===== config.mk =====
export PLATFORM = sky130hd
export DESIGN_NAME = cpu_prog_harness
export DESIGN_NICKNAME = d
export VERILOG_FILES = /design/src/rtl/cpu_prog_harness.sv
export SDC_FILE = /design/constraint.sdc
export NUM_CORES = 1
export LEC_CHECK = 0
export ABC_AREA = 0
export BUFFER_PORTS_ARGS = -buffer_cell sky130_fd_sc_hd__buf_2
export CORE_ASPECT_RATIO = 0.7
export CORE_MARGIN = 5
export CORE_UTILIZATION = 35
export CTS_CLUSTER_DIAMETER = 150
export CTS_CLUSTER_SIZE = 8
export DETAILED_ROUTE_END_ITERATION = 8
export GPL_ROUTABILITY_DRIVEN = 0
export PLACE_DENSITY = 0.58
export REMOVE_ABC_BUFFERS = 1
export SYNTH_ARGS = -nofsm -noshare
export SYNTH_HDL_FRONTEND = slang
export SYNTH_SLANG_ARGS = --single-unit

===== constraint.sdc =====
create_clock -name clk -period 6.7 [get_ports clk]
set_clock_uncertainty 0.05 [all_clocks]
set_input_delay 0.67 -clock clk [delete_from_list [all_inputs] [get_ports clk]]
set_output_delay 0.67 -clock clk [all_outputs]
set_load 0.02 [all_outputs]

===== src/rtl/cpu_prog_harness.sv =====
// Load/run/dump controller for the single-cycle CPU: streams a program into imem, runs it for a cycle budget, then streams out the register file.
// Optional HALT_DETECT_EN: cpu_halt ends RUN early; when undefined, cpu_halt is ignored.
module cpu_prog_harness #(
  parameter int IW      = 32,
  parameter int IMEM_AW = 10,
  parameter int DW      = 32,
  parameter int NREG    = 32,
  parameter int RAW     = 5,
  parameter int CW      = 16
)(
  input  logic               clk,
  input  logic               rst,
  input  logic               start,
  input  logic [CW-1:0]      run_cycles,
  input  logic               ld_valid,
  output logic               ld_ready,
  input  logic [IW-1:0]      ld_data,
  input  logic               ld_last,
  output logic               imem_we,
  output logic [IMEM_AW-1:0] imem_waddr,
  output logic [IW-1:0]      imem_wdata,
  output logic               cpu_rst_n,
  output logic               cpu_stall,
  input  logic               cpu_halt,
  output logic [RAW-1:0]     rf_raddr,
  input  logic [DW-1:0]      rf_rdata,
  output logic               dmp_valid,
  input  logic               dmp_ready,
  output logic [RAW-1:0]     dmp_idx,
  output logic [DW-1:0]      dmp_data,
  output logic               busy,
  output logic               done,
  output logic               ovf
);
  localparam logic [1:0] S_IDLE = 2'd0, S_LOAD = 2'd1, S_RUN = 2'd2, S_DUMP = 2'd3;
  localparam logic [IMEM_AW-1:0] WADDR_MAX = '1;
  localparam logic [RAW-1:0]     LAST_REG  = RAW'(NREG - 1);

  logic [1:0]         state_q, state_d;
  logic [CW-1:0]      cnt_q;
  logic [IMEM_AW-1:0] waddr_q;
  logic               full_q, ovf_q;
  logic [RAW-1:0]     raddr_q, rd_idx_q, out_idx_q, skid_idx_q;
  logic               iss_done_q, rd_pend_q, out_v_q, skid_v_q;
  logic [DW-1:0]      out_dat_q, skid_dat_q;

  logic       ld_acc, run_end, pop, out_free, iss, fin;
  logic [1:0] held;

  assign ld_acc   = (state_q == S_LOAD) && ld_valid;
  assign pop      = out_v_q && dmp_ready;
  assign out_free = !out_v_q || pop;
  // Words still held after this cycle; a read issued now lands next cycle
  // and must find a free slot even if the consumer stalls.
  assign held     = 2'(out_v_q) + 2'(skid_v_q) + 2'(rd_pend_q) - 2'(pop);
  assign iss      = (state_q == S_DUMP) && !iss_done_q && (held <= 2'd1);
  assign fin      = (state_q == S_DUMP) && pop && (out_idx_q == LAST_REG);

`ifdef HALT_DETECT_EN
  assign run_end = (cnt_q == '0) || cpu_halt;
`else
  logic halt_unused;
  assign halt_unused = cpu_halt;
  assign run_end     = (cnt_q == '0);
`endif

  always_comb begin
    state_d = state_q;
    unique case (state_q)
      S_IDLE:  if (start)             state_d = S_LOAD;
      S_LOAD:  if (ld_acc && ld_last) state_d = S_RUN;
      S_RUN:   if (run_end)           state_d = S_DUMP;
      S_DUMP:  if (fin)               state_d = S_IDLE;
      default:                        state_d = S_IDLE;
    endcase
  end

  assign busy       = (state_q != S_IDLE);
  assign ld_ready   = (state_q == S_LOAD);
  assign imem_we    = ld_acc && !full_q;
  assign imem_waddr = waddr_q;
  assign imem_wdata = imem_we ? ld_data : '0;
  assign cpu_rst_n  = (state_q == S_RUN) || (state_q == S_DUMP);
  assign cpu_stall  = (state_q != S_RUN);
  assign rf_raddr   = raddr_q;
  assign dmp_valid  = out_v_q;
  assign dmp_idx    = out_idx_q;
  assign dmp_data   = out_dat_q;
  assign done       = fin;
  assign ovf        = ovf_q;

  always_ff @(posedge clk) begin
    if (rst) begin
      state_q    <= S_IDLE;
      cnt_q      <= '0;
      waddr_q    <= '0;
      full_q     <= 1'b0;
      ovf_q      <= 1'b0;
      raddr_q    <= '0;
      iss_done_q <= 1'b0;
      rd_pend_q  <= 1'b0;
      rd_idx_q   <= '0;
      out_v_q    <= 1'b0;
      out_idx_q  <= '0;
      out_dat_q  <= '0;
      skid_v_q   <= 1'b0;
      skid_idx_q <= '0;
      skid_dat_q <= '0;
    end else begin
      state_q <= state_d;
      unique case (state_q)
        S_IDLE: if (start) begin
          cnt_q   <= run_cycles;
          waddr_q <= '0;
          full_q  <= 1'b0;
          ovf_q   <= 1'b0;
        end
        S_LOAD: if (ld_acc) begin
          // Last address stays put once written so overflow words are dropped.
          if (full_q)                    ovf_q   <= 1'b1;
          else if (waddr_q == WADDR_MAX) full_q  <= 1'b1;
          else                           waddr_q <= waddr_q + IMEM_AW'(1);
        end
        S_RUN: if (!run_end) cnt_q <= cnt_q - CW'(1);
        S_DUMP: begin
          if (iss) begin
            if (raddr_q == LAST_REG) iss_done_q <= 1'b1;
            else                     raddr_q    <= raddr_q + RAW'(1);
          end
          rd_pend_q <= iss;
          rd_idx_q  <= raddr_q;
          if (out_free) begin
            if (skid_v_q) begin
              out_v_q    <= 1'b1;
              out_idx_q  <= skid_idx_q;
              out_dat_q  <= skid_dat_q;
              skid_v_q   <= rd_pend_q;
              skid_idx_q <= rd_idx_q;
              skid_dat_q <= rf_rdata;
            end else begin
              out_v_q   <= rd_pend_q;
              out_idx_q <= rd_idx_q;
              out_dat_q <= rf_rdata;
            end
          end else if (rd_pend_q) begin
            skid_v_q   <= 1'b1;
            skid_idx_q <= rd_idx_q;
            skid_dat_q <= rf_rdata;
          end
          if (fin) begin
            raddr_q    <= '0;
            iss_done_q <= 1'b0;
            rd_pend_q  <= 1'b0;
            out_v_q    <= 1'b0;
            out_idx_q  <= '0;
            out_dat_q  <= '0;
            skid_v_q   <= 1'b0;
          end
        end
        default: ;
      endcase
    end
  end
endmodule


## Word-level counts from Yosys, hierarchy flattened

Cells that the tools add are included.

- Bits in registers: 118
- Input port bits: 87

- Add/sub/neg operators: 6
- Magnitude comparators: 1
- Equal/unequal tests: 18
- Mux-type cells: 48
- Reductions and logical operators: 33

Operators by type and width:

| cell | count |
|---|---|
| 2-to-1 mux 32 bit | 7 |
| 2-to-1 mux 5 bit | 9 |
| 2-to-1 mux 10 bit | 4 |
| 2-to-1 mux 16 bit | 2 |
| case mux 16 bit (2 select lines) | 1 |
| case mux 10 bit (2 select lines) | 1 |
| != test 2 bit (second input constant) | 9 |
| 2-to-1 mux 1 bit | 17 |
| logical NOT 16 bit | 1 |
| subtractor 16 x 1 -> 16 bit (second input constant) | 1 |
| AND reduction 3 bit | 5 |
| nonzero test 2 bit | 7 |
| adder 10 x 1 -> 10 bit (second input constant) | 1 |
| equality test 10 bit (second input constant) | 1 |
| equality test 5 bit (second input constant) | 2 |
| logical AND 1 bit | 8 |
| 2-to-1 mux 2 bit | 4 |
| case mux 2 bit (4 select lines) | 1 |
| AND reduction 4 bit | 2 |
| != test 2 x 1 -> 1 bit (second input constant) | 3 |
| adder 5 x 1 -> 5 bit (second input constant) | 1 |
| AND reduction 5 bit | 1 |
| equality test 2 bit (second input constant) | 2 |
| case mux 1 bit (2 select lines) | 2 |
| other kinds (10) | 14 |

## Depth between registers and ports, before layout

Gate-level depths: netlist of the first run.

- Word-level depth: 7
- Mapped depth: 9

## Worst setup path before layout of the first run

Ideal clock, no wire load.

- Path kind: reg2out
- Start: register state_q[1]
- End: output port imem_wdata[22]
- Arrival time: 1.797 ns
- Slack: 4.183 ns
- Cell stages (with the launch flop): 7
- Buffers on the path: 1
- Cells stage by stage: dfxtp_1 -> inv_1 -> ha_1 -> inv_1 -> nor2_1 -> clkbuf_1 -> and2_1

- Word-level cells in the longest chain between the ends: 4

Ends and longest elaborated chain:

| element | RTL line | RTL |
|---|---|---|
| start: declaration | 39 | `logic [1:0] state_q, state_d;` |
| start signal: assignment | 110 | `state_q <= state_d;` |
| equality test 2 x 1 -> 1 bit | -- |  |
| named net ld_ready | 16 | `output logic ld_ready,` |
| logical AND 1 bit | 50 | `assign ld_acc = (state_q == S_LOAD) && ld_valid;` |
| logical AND 1 bit | 80 | `assign imem_we = ld_acc && !full_q;` |
| named net imem_we | 19 | `output logic imem_we,` |
| 2-to-1 mux 32 bit | 82 | `assign imem_wdata = imem_we ? ld_data : '0;` |
| end: declaration | 21 | `output logic [IW-1:0] imem_wdata,` |

The timed path passes the listed nets, and every way through them passes these cells.

## Final worst setup path of the first run

- Start: register state_q[1]
- End: output port cpu_rst_n

- Word-level cells in the longest chain between the ends: 2
- Elaborated cells between the ends (all ways): 3
- Classes of those cells: 2 x eq/ne; 1 x reduce/logical

Ends and longest elaborated chain:

| element | RTL line | RTL |
|---|---|---|
| equality test 2 bit | 83 | `assign cpu_rst_n = (state_q == S_RUN) \|\| (state_q == S_DUMP);` |
| logical OR 1 bit * | 83 |  |
| end: declaration | 22 | `output logic cpu_rst_n,` |

Mark *: on every way between the ends. The rest lies on a longest branch, timed or not.

==> reports/qor.yml, run 1 <==
critical_path:
  critPathRequiredTime_ns: 5.98
  crit_path_end_kind: "output port"
  rr_endpoint: "rf_raddr[4]"
  worst_path_most_repeated_cell: "buf_4"
  worstPathArrival_ns: 2.42
  max_stage_delay_ns: 0.54
  critical-path-slowest-cell: "ha_2"
  cp-start-kind: "flop"
  r2r_cells: 5
  cp_max_fo: 40
  crit_chain: "ha_2, buf_4, inv_1, buf_4, nand2_1, buf_2"
  worstSetupPathType: "flop to output port"
  reg2reg_from: "skid_v_q"
  r2r_slack_ns: 3.87
grt:
  antenna_found_initial: 1
  grt_pass1_vias: 5319
  grt_use_total_pct: 17.54
  grt_max_degree: 64
  grt-ovfl-total: 0
  grt_pass1_wl_mm: 28.85
clock_network:
  cts_made_buffers: 17
  clockRootBuffer: "clkbuf_16"
  htreeDepth: 4
  hold_buffers: 0
  ctsResizeCount: 0
  cts_sinks: 118
  cts_tree: "built"
  clockBufferDepth: 2
  postCtsSetupRepairBufs: 0
  clk_pin_slew_ns: 0.05
  insertion_delay_ns: 0.41
floorplanning:
  num_rows: 40
  fp.coreArea_sq_um: 16970
  dieArea_sq_um: 19850
  ios: 179
  start_util_pct: 35.27
  die_width_um: 166.3
  die_h_um: 119.4
hold_path:
  hold_start: "skid_dat_q[22]"
  min_to: "skid_dat_q[22]"
  hp-class: "flop to flop"
  whs_path_depth: 2
logic_synthesis:
  synth_fa_ha_area_share_pct: 2.509
  synth_top_area_share_pct: 39.48
  synth_top_area_cell: "dfxtp_1"
  synth_xor_area_share_pct: 0.2928
  synth_edf_count: 0
  synth-async-reset-ratio_pct: 0
  avgSynthCellArea_sq_um: 8.597
  synth.ff_latch_count: 118
  ys.flop_type: "dfxtp_1"
  synth_cells: 696
  synth_top_family_by_area: "compound AO/OA/AOI/OAI gates"
  ys_seq_area_share_pct: 39.48
  synth_cell_types: 61
  synth_area_sq_um: 5983
  yosys_warnings: 0
  synth_compound_area_share_pct: 22.98
  ys_top_cells_by_area: "dfxtp_1, mux2_2, a22oi_1"
  synth-simple-area-share_pct: 20.35
  synth.mux.area_fraction_pct: 8.992
sta:
  fin_crit_sh_pct: 46.90
  tightestPinTransition_ns: 1.135
  timing.fmax_mhz: 318.3
  rsz0062_at_grt: "no"
  relSlewSlack_pct: 23.30
  finalMaxSlewViolations: 0
  period_needed_ns: 3.142
  fin_setup_tns_ns: 0
  finalHoldViolCount: 0
  setup_viol: 0
finish:
  final_layout_size_suffix_gt1_share_pct: 32.04
  final_common_cell: "buf_2"
  most-common-layout-cells: "buf_2, dfxtp_1, nor2_1"
  antenna_cells: 0
  stdcell_area_sq_um: 7585
  syn_to_final_growth_pct: 26.77
  nets: 938
drt:
  routedWlPerCell_um: 16.71
  drc: 0
  vias: 5769
  drt-pass1-iter-count: 5
  drt-initial-drc-count: 451
  avgViaCountPerCell: 5.327
  wl_mm: 18.09
  ant_nets: 0
placement:
  dpl-instance-area_sq_um: 6980
  dp_hpwl_mm: 11.83
  io_buffers: 177
pwr:
  max-vdd-ir-drop_mv: 0.1548
  p_per_area_nw_per_um2: 346.4
  power.leakage_uw: 0.003115
flow_run:
  drv_cap: 0
run_status:
  status: "finished, final reports clean"
[per-stage QoR]
step                util (%)  worst slack, ns  power, uW  hold WS [ns]  cells
finish                 44.71            3.558       2627        0.4219   1083
global route           44.71            3.296       2780        0.4434   1083
CTS                    44.71            3.522       2648        0.4234   1083
detailed placement     41.14            3.813       1693        0.4150   1051
global placement       41.14            3.858       1692        0.4102   1051
floorplan                  -            2.958       1408        0.3940    635
[registers in the layout, indices dropped and copies added, names as in the netlist]
| name | cells |
|---|---|
| cnt_q | 16 |
| dmp_data | 32 |
| dmp_idx | 5 |
| dmp_valid | 1 |
| full_q | 1 |
| imem_waddr | 10 |
| iss_done_q | 1 |
| ovf | 1 |
| rd_idx_q | 5 |
| rd_pend_q | 1 |
| rf_raddr | 5 |
| skid_dat_q | 32 |
| skid_idx_q | 5 |
| skid_v_q | 1 |
| state_q | 2 |
[synth_stat cells, types with 3 or more instances]
cell / number
nor4_4: 3
a21oi_1: 58
nand3_1: 48
a31oi_1: 9
nand4_1: 5
a31o_2: 3
o31ai_1: 11
buf_1: 3
a22oi_1: 42
clkbuf_1: 47
nor2_1: 61
o21ai_0: 46
inv_1: 19
mux2_2: 38
or3_1: 4
and2_1: 33
mux2i_1: 11
o32ai_1: 3
ha_1: 12
nor4_1: 11
nor3_1: 12
nand2b_1: 4
a211oi_1: 3
buf_2: 9
dfxtp_1: 118
nor4b_1: 3
a41oi_1: 5
nand2_1: 19
nor2b_1: 5
o311ai_0: 7
a32o_1: 3
[worst max-delay path by stage]
stage / to / startpoint
floorplan: dmp_valid / state_q[1]
global placement: rf_raddr[4] / dmp_ready
detailed placement: rf_raddr[1] / dmp_ready
CTS: cpu_rst_n / state_q[1]
global route: imem_wdata[17] / state_q[1]
finish: cpu_rst_n / state_q[1]
[area by class of cell]
class / instances / area (sq um)
Fill cell: 1706 / 9382
Inverter: 19 / 71.32
Timing Repair Buffer: 185 / 948.4
Clock inverter: 14 / 175.2
Sequential cell: 118 / 2364
Multi-Input combinational cell: 498 / 3308
Tap cell: 231 / 289.0
Clock buffer: 18 / 429.2
[worst max-delay path, delay by kind of cell, from the launching register on]
kind	cells	cell delay [ns]
buffers and inverters	4	0.96
AND/OR/NAND/NOR	1	0.10
adder cells (fa/ha/maj)	1	0.54
flip-flops	1	0.38
[cells by family after synthesis]
group	after synthesis
AOI/OAI and AO/OA	212
xor gates and xnor gates	2
adders and majority gates	12
buffers and inverters	80
DFF	118
muxes	49
and+or+nand+nor	223
[routing by layer]
layer | share of wire (%) | vias up | global-route usage, %
met5 | 0.11 | - | 0
met1 | 51 | 2715 | 26.05
met2 | 43 | 155 | 25.25
met3 | 4.8 | 20 | 3.683
li1 | - | 2877 | -
met4 | 1.3 | 2 | 5.621
[power by group]
part | leakage, uW | internal (uW) | total [uW] | switching [uW]
Combinational | 0.00187 | 298 | 849 | 551
Clock | 0.000287 | 588 | 944 | 356
Sequential | 0.000954 | 761 | 834 | 72.8
Power figures use the tool's default switching activity.
==> run 2: changes to the inputs <==
==> constraint.sdc (replaced) <==
create_clock -name clk -period 3.1 [get_ports clk]
set_clock_uncertainty 0.05 [all_clocks]
set_input_delay 0.31 -clock clk [delete_from_list [all_inputs] [get_ports clk]]
set_output_delay 0.31 -clock clk [all_outputs]
set_load 0.02 [all_outputs]
==> run 2 against run 1 <==
Combinational power grew 120%. Global-route usage grew 0.53 points. Via count grew 1.2%. Worst hold slack lost 0.31 ns. Largest cell class unchanged. Largest power group unchanged.
==> reports/qor.yml, run 2 (synthesized netlist as in run 1, its figures left out) <==
run_status:
  status: "finished, final reports clean"
drt:
  wl_mm: 18.37  # +1.5%
  vias: 5840  # +1.2%
  drt-pass1-iter-count: 5  # unchanged
  ant_nets: 0  # unchanged
  avgViaCountPerCell: 5.333  # +0.12%
  routedWlPerCell_um: 16.77  # +0.41%
  drt-initial-drc-count: 528  # +17%
  drc: 0  # unchanged
grt:
  grt_pass1_wl_mm: 29.94  # +3.8%
  grt_pass1_vias: 5554  # +4.4%
  antenna_found_initial: 0  # -1
  grt_max_degree: 110  # +72%
  grt_use_total_pct: 18.08  # +0.53 points
  grt-ovfl-total: 0  # unchanged
clock_network:
  htreeDepth: 4  # unchanged
  clockRootBuffer: "clkbuf_16"
  insertion_delay_ns: 0.41  # about the same
  hold_buffers: 0  # unchanged
  clockBufferDepth: 2  # unchanged
  ctsResizeCount: 0  # unchanged
  cts_sinks: 118  # unchanged
  clk_pin_slew_ns: 0.06  # about the same
  cts_made_buffers: 17  # unchanged
  cts_tree: "built"
  postCtsSetupRepairBufs: 0  # unchanged
sta:
  fin_crit_sh_pct: 82.37
  hold_ws_ns: 0.1110  # -0.3109 ns
  period_needed_ns: 2.554
  setup_viol: 0  # unchanged
  timing.fmax_mhz: 391.6
  tightestPinTransition_ns: 0.9338  # -0.2007 ns
  relSlewSlack_pct: 37.74  # +14 points
  finalMaxSlewViolations: 0  # unchanged
  rsz0062_at_grt: "no"
  finalHoldViolCount: 0  # unchanged
critical_path:
  r2r_cells: 8  # +3
  worstSetupPathType: "flop to output port"
  startpoint: "state_q[1]"
  cp_max_fo: 33  # -18%
  cp-start-kind: "flop"
  worstPathArrival_ns: 2.19  # -0.23 ns
  critPathRequiredTime_ns: 2.74  # -3.24 ns
  r2r_slack_ns: 0.69  # -3.18 ns
  rr_endpoint: "rf_raddr[1]"
  reg2reg_from: "rd_pend_q"
  crit_path_end_kind: "output port"
flow_run:
  drv_cap: 0  # unchanged
pwr:
  p_per_area_nw_per_um2: 752.1  # +120%
  total_power_uw: 5803  # +120%
  max-vdd-ir-drop_mv: 0.3020  # +95%
  power.leakage_uw: 0.003195  # +2.6%
placement:
  io_buffers: 177  # unchanged
  dp_hpwl_mm: 12.19  # +3.0%
floorplanning:
  die_h_um: 119.4  # unchanged
  num_rows: 40  # unchanged
  fp.coreArea_sq_um: 16970  # unchanged
  dieArea_sq_um: 19850  # unchanged
  die_width_um: 166.3  # unchanged
  ios: 179  # unchanged
  start_util_pct: 35.27  # unchanged
finish:
  most-common-layout-cells: "buf_2, dfxtp_1, nor2_1"
  nets: 951  # +1.4%
  syn_to_final_growth_pct: 28.96
  utilization_pct: 45.48  # +0.77 points
  final_common_cell: "buf_2"
  final_layout_size_suffix_gt1_share_pct: 33.10  # +1.1 points
  nFillCells: 1681  # -1.5%
  antenna_cells: 0  # unchanged
hold_path:
  hold_start: "rf_rdata[20]"
  whs_path_depth: 3  # +1
  hp-class: "input pin to flop"
  min_to: "skid_dat_q[20]"
-- run 2: through the flow --
step	setup slack, ns	TNS, ns	instance area [sq um]	std cells
after floorplan	-0.6423	-15.31	5732	635
after global placement	0.6298	0	7091	1064
after detailed placement	0.5823	0	7091	1064
after CTS	0.5346	0	7716	1095
after global routing	0.3464	0	7716	1095
final	0.5464	0	7716	1095
-- run 2: how the worst max path moves through the flow --
stage,cells past startpoint,endpoint,slack (ns)
after floorplan,4,dmp_valid,-0.64
after global placement,9,rf_raddr[4],0.63
after detailed placement,9,rf_raddr[1],0.58
after CTS,8,imem_wdata[28],0.53
after global routing,8,imem_wdata[17],0.35
final,8,imem_wdata[28],0.55
-- run 2: critical path, stage by stage (launching register included) --
cell	delay, ns
dfxtp_1	0.33
inv_1	0.10
ha_1	0.28
buf_4	0.22
inv_1	0.12
nor2_1	0.13
buf_4	0.26
and2_1	0.17
buf_2	0.17
-- run 2: area by class of cell --
cell class / count / area, sq um / area share, %
Inverter: 19 / 71.32 / 0.9243
Multi-Input combinational cell: 498 / 3308 / 42.87
Sequential cell: 118 / 2364 / 30.63
Clock inverter: 14 / 200.2 / 2.594
Tap cell: 231 / 289.0 / 3.746
Timing Repair Buffer: 198 / 1059 / 13.72
Clock buffer: 17 / 425.4 / 5.513
-- run 2: layer usage --
layer  routed length, um  global-route usage, %
met1                9305                  26.88
met2                8221                  26.22
met3                 672                  3.716
met4                 169                  5.365
met5                   0                      0
-- run 2: power by group --
group / internal, uW / leakage [uW] / switching [uW]
Combinational: 698 / 0.00194 / 1200
Clock: 1350 / 0.000296 / 751
Sequential: 1640 / 0.000954 / 159
==> run 3: changes to the inputs <==
--- a/config.mk
+++ b/config.mk
@@ -5,7 +5,7 @@
 export SDC_FILE = /design/constraint.sdc
 export NUM_CORES = 1
 export LEC_CHECK = 0
-export ABC_AREA = 0
+export ABC_AREA = 1
 export BUFFER_PORTS_ARGS = -buffer_cell sky130_fd_sc_hd__buf_2
 export CORE_ASPECT_RATIO = 0.7
 export CORE_MARGIN = 5
==> constraint.sdc (replaced) <==
create_clock -name clk -period 2.45 [get_ports clk]
set_clock_uncertainty 0.05 [all_clocks]
set_input_delay 0.245 -clock clk [delete_from_list [all_inputs] [get_ports clk]]
set_output_delay 0.245 -clock clk [all_outputs]
set_load 0.02 [all_outputs]
==> run 3 against run 2 <==
Final cell count up 16%. Sequential power up 28%. Clock power up 28%. First-iteration DRC count down 36%. Register-to-register slack worse by 0.38 ns. Via count up 0.19%. Die area about the same. Setup slack worse by 0.28 ns. Largest cell class unchanged. Sequential share of layout area about the same.
==> reports/qor.yml, run 3 <==
clock_network:
  insertion_delay_ns: 0.41  # about the same
  cts_made_buffers: 17  # unchanged
  cts_tree: "built"
  cts_sinks: 118  # unchanged
  clockBufferDepth: 2  # unchanged
  clockRootBuffer: "clkbuf_16"
  clk_pin_slew_ns: 0.06  # about the same
  htreeDepth: 4  # unchanged
placement:
  dp_hpwl_mm: 11.41  # -6.4%
  io_buffers: 177  # unchanged
  place_ws_ns: 0.2500  # -0.3323 ns
  dpl-instance-area_sq_um: 7066  # -0.35%
sta:
  finalHoldViolCount: 0  # unchanged
  fin_crit_sh_pct: 89.08
  period_needed_ns: 2.183
  relSlewSlack_pct: 52.33  # +15 points
  timing.fmax_mhz: 458.2
  setup_viol: 0  # unchanged
  tightestPinTransition_ns: 0.7151  # -0.2187 ns
  final.setup.worst_slack_ns: 0.2675  # -0.2789 ns
  hold_ws_ns: 0.07125  # -0.03970 ns
  fin_setup_tns_ns: 0  # unchanged
  finalMaxSlewViolations: 0  # unchanged
logic_synthesis:
  synth_top_area_cell: "dfxtp_1"
  yosys-top-cells-count: "nand2_1, dfxtp_1, inv_1, a21oi_1, nor2_1"
  synth_cell_types: 34  # -44%
  ys.flop_type: "dfxtp_1"
  synth.ff_latch_count: 118  # unchanged
  synth-async-reset-ratio_pct: 0  # unchanged
  synth_cells: 864  # +24%
  ys_top_cells_by_area: "dfxtp_1, nand2_1, a21oi_1"
  synth_most_common_cell: "nand2_1"
  avgSynthCellArea_sq_um: 6.919  # -20%
  synth_area_sq_um: 5978  # about the same
  yosys_warnings: 0  # unchanged
  synth_top_area_share_pct: 39.51  # about the same
  synth_edf_count: 0  # unchanged
  ys_seq_area_share_pct: 39.51  # about the same
floorplanning:
  die_h_um: 119.3  # about the same
  fp.coreArea_sq_um: 16970  # unchanged
  start_util_pct: 35.24  # about the same
  ios: 179  # unchanged
  num_rows: 40  # unchanged
  dieArea_sq_um: 19840  # about the same
  die_width_um: 166.2  # about the same
finish:
  antenna_cells: 0  # unchanged
  final_layout_size_suffix_gt1_share_pct: 26.25  # -6.9 points
  stdcell_area_sq_um: 7722  # about the same
  most-common-layout-cells: "nand2_1, buf_2, inv_1, dfxtp_1, a21oi_1"
  final_common_cell: "nand2_1"
  nets: 1130  # +19%
  syn_to_final_growth_pct: 29.18
critical_path:
  critPathRequiredTime_ns: 2.15  # -0.59 ns
  worst_path_most_repeated_cell: "inv_1"
  worstPathArrival_ns: 1.89  # -0.30 ns
  max_stage_delay_ns: 0.34  # about the same
  crit_path_end_kind: "output port"
  cp-start-kind: "flop"
  critical-path-slowest-cell: "dfxtp_1"
  r2r_slack_ns: 0.31  # -0.38 ns
  worstSetupPathType: "flop to output port"
  crit_chain: "inv_1, ha_1, inv_2, nor3_2, inv_1, buf_6, nor2_1, buf_2"
  cp_max_fo: 32  # -3.0%
drt:
  drc: 0  # unchanged
  vias: 5851  # +0.19%
  avgViaCountPerCell: 4.589  # -14%
  drt-initial-drc-count: 337  # -36%
  drt-pass1-iter-count: 5  # unchanged
  ant_nets: 0  # unchanged
  wl_mm: 16.81  # -8.5%
  routedWlPerCell_um: 13.19  # -21%
pwr:
  max-vdd-ir-drop_mv: 0.4006  # +33%
  power.leakage_uw: 0.003562  # +12%
  p_per_area_nw_per_um2: 941.9  # +25%
hold_path:
  hp-class: "input pin to flop"
grt:
  grt_pass1_wl_mm: 27.84  # -7.0%
  antenna_found_initial: 0  # unchanged
  grt_use_total_pct: 17.08  # -0.99 points
  grt_pass1_vias: 5465  # -1.6%
  grt_max_degree: 75  # -32%
  grt-ovfl-total: 0  # unchanged
flow_run:
  drv_cap: 0  # unchanged
run_status:
  status: "finished, final reports clean"
-- run 3: cell families (layout without fill, tap and decap cells) --
kind of cell	after synthesis	in the layout	synth area share, %
adder cells (fa/ha/maj)	12	12	2.511
AND/OR/NAND/NOR	341	341	23.40
flip-flops	118	118	39.51
AO/OA/AOI/OAI	188	188	16.03
buffers and inverters	166	346	11.45
multiplexers	33	33	6.216
XOR/XNOR	6	6	0.8790
-- run 3: final timing paths --
kind,start,to,depth (start not counted)
min,rf_rdata[9],skid_dat_q[9],3
min reg2reg,skid_dat_q[2],skid_dat_q[2],2
max reg2reg,dmp_valid,rf_raddr[1],12
max,state_q[1],imem_wdata[1],8
-- run 3: critical path: cells and delay by family, from the launching register on --
| family | cells | cell delay [ns] |
|---|---|---|
| simple gates | 2 | 0.30 |
| buf+inv | 5 | 0.63 |
| flops | 1 | 0.34 |
| fa+ha+maj | 1 | 0.20 |
-- run 3: per-stage QoR --
step	total power, uW	util [%]	instances
after floorplan	3866	-	820
after global placement	4593	41.64	1242
after detailed placement	4609	41.64	1242
after CTS	7341	45.45	1275
after global routing	7825	45.52	1275
final	7273	45.52	1275
-- run 3: layer usage --
metal | part of all wire [%] | GRT usage [%] | up-vias
li1 | - | - | 3086
met1 | 50 | 22.92 | 2588
met2 | 43 | 26.53 | 168
met3 | 6.6 | 5.607 | 9
met4 | 0.84 | 4.548 | 0
met5 | 0 | 0 | -
-- run 3: cell type report --
cell class,count,area (sq um)
clock buffers,18,439.2
clock inverters,14,196.4
fillers,1747,9244
inverters,122,457.9
multi-input cells,580,2947
flip-flops and latches,118,2364
well taps,231,289.0
repair buffers,192,1030
-- run 3: where the power goes --
group	leakage, uW	total (uW)	internal, uW	switching, uW
registers	0.000955	2310	2120	191
logic	0.00230	2270	769	1510
clock network	0.000303	2690	1740	949
-- run 3: timing repair --
action | 4_1_cts | 5_1_grt
setup buffers | 0 | 0
resized for setup | 0 | 3
endpoints found under the hold margin | 1 | 0
endpoints found under the setup margin | 0 | 35
hold buffers | 1 | 0
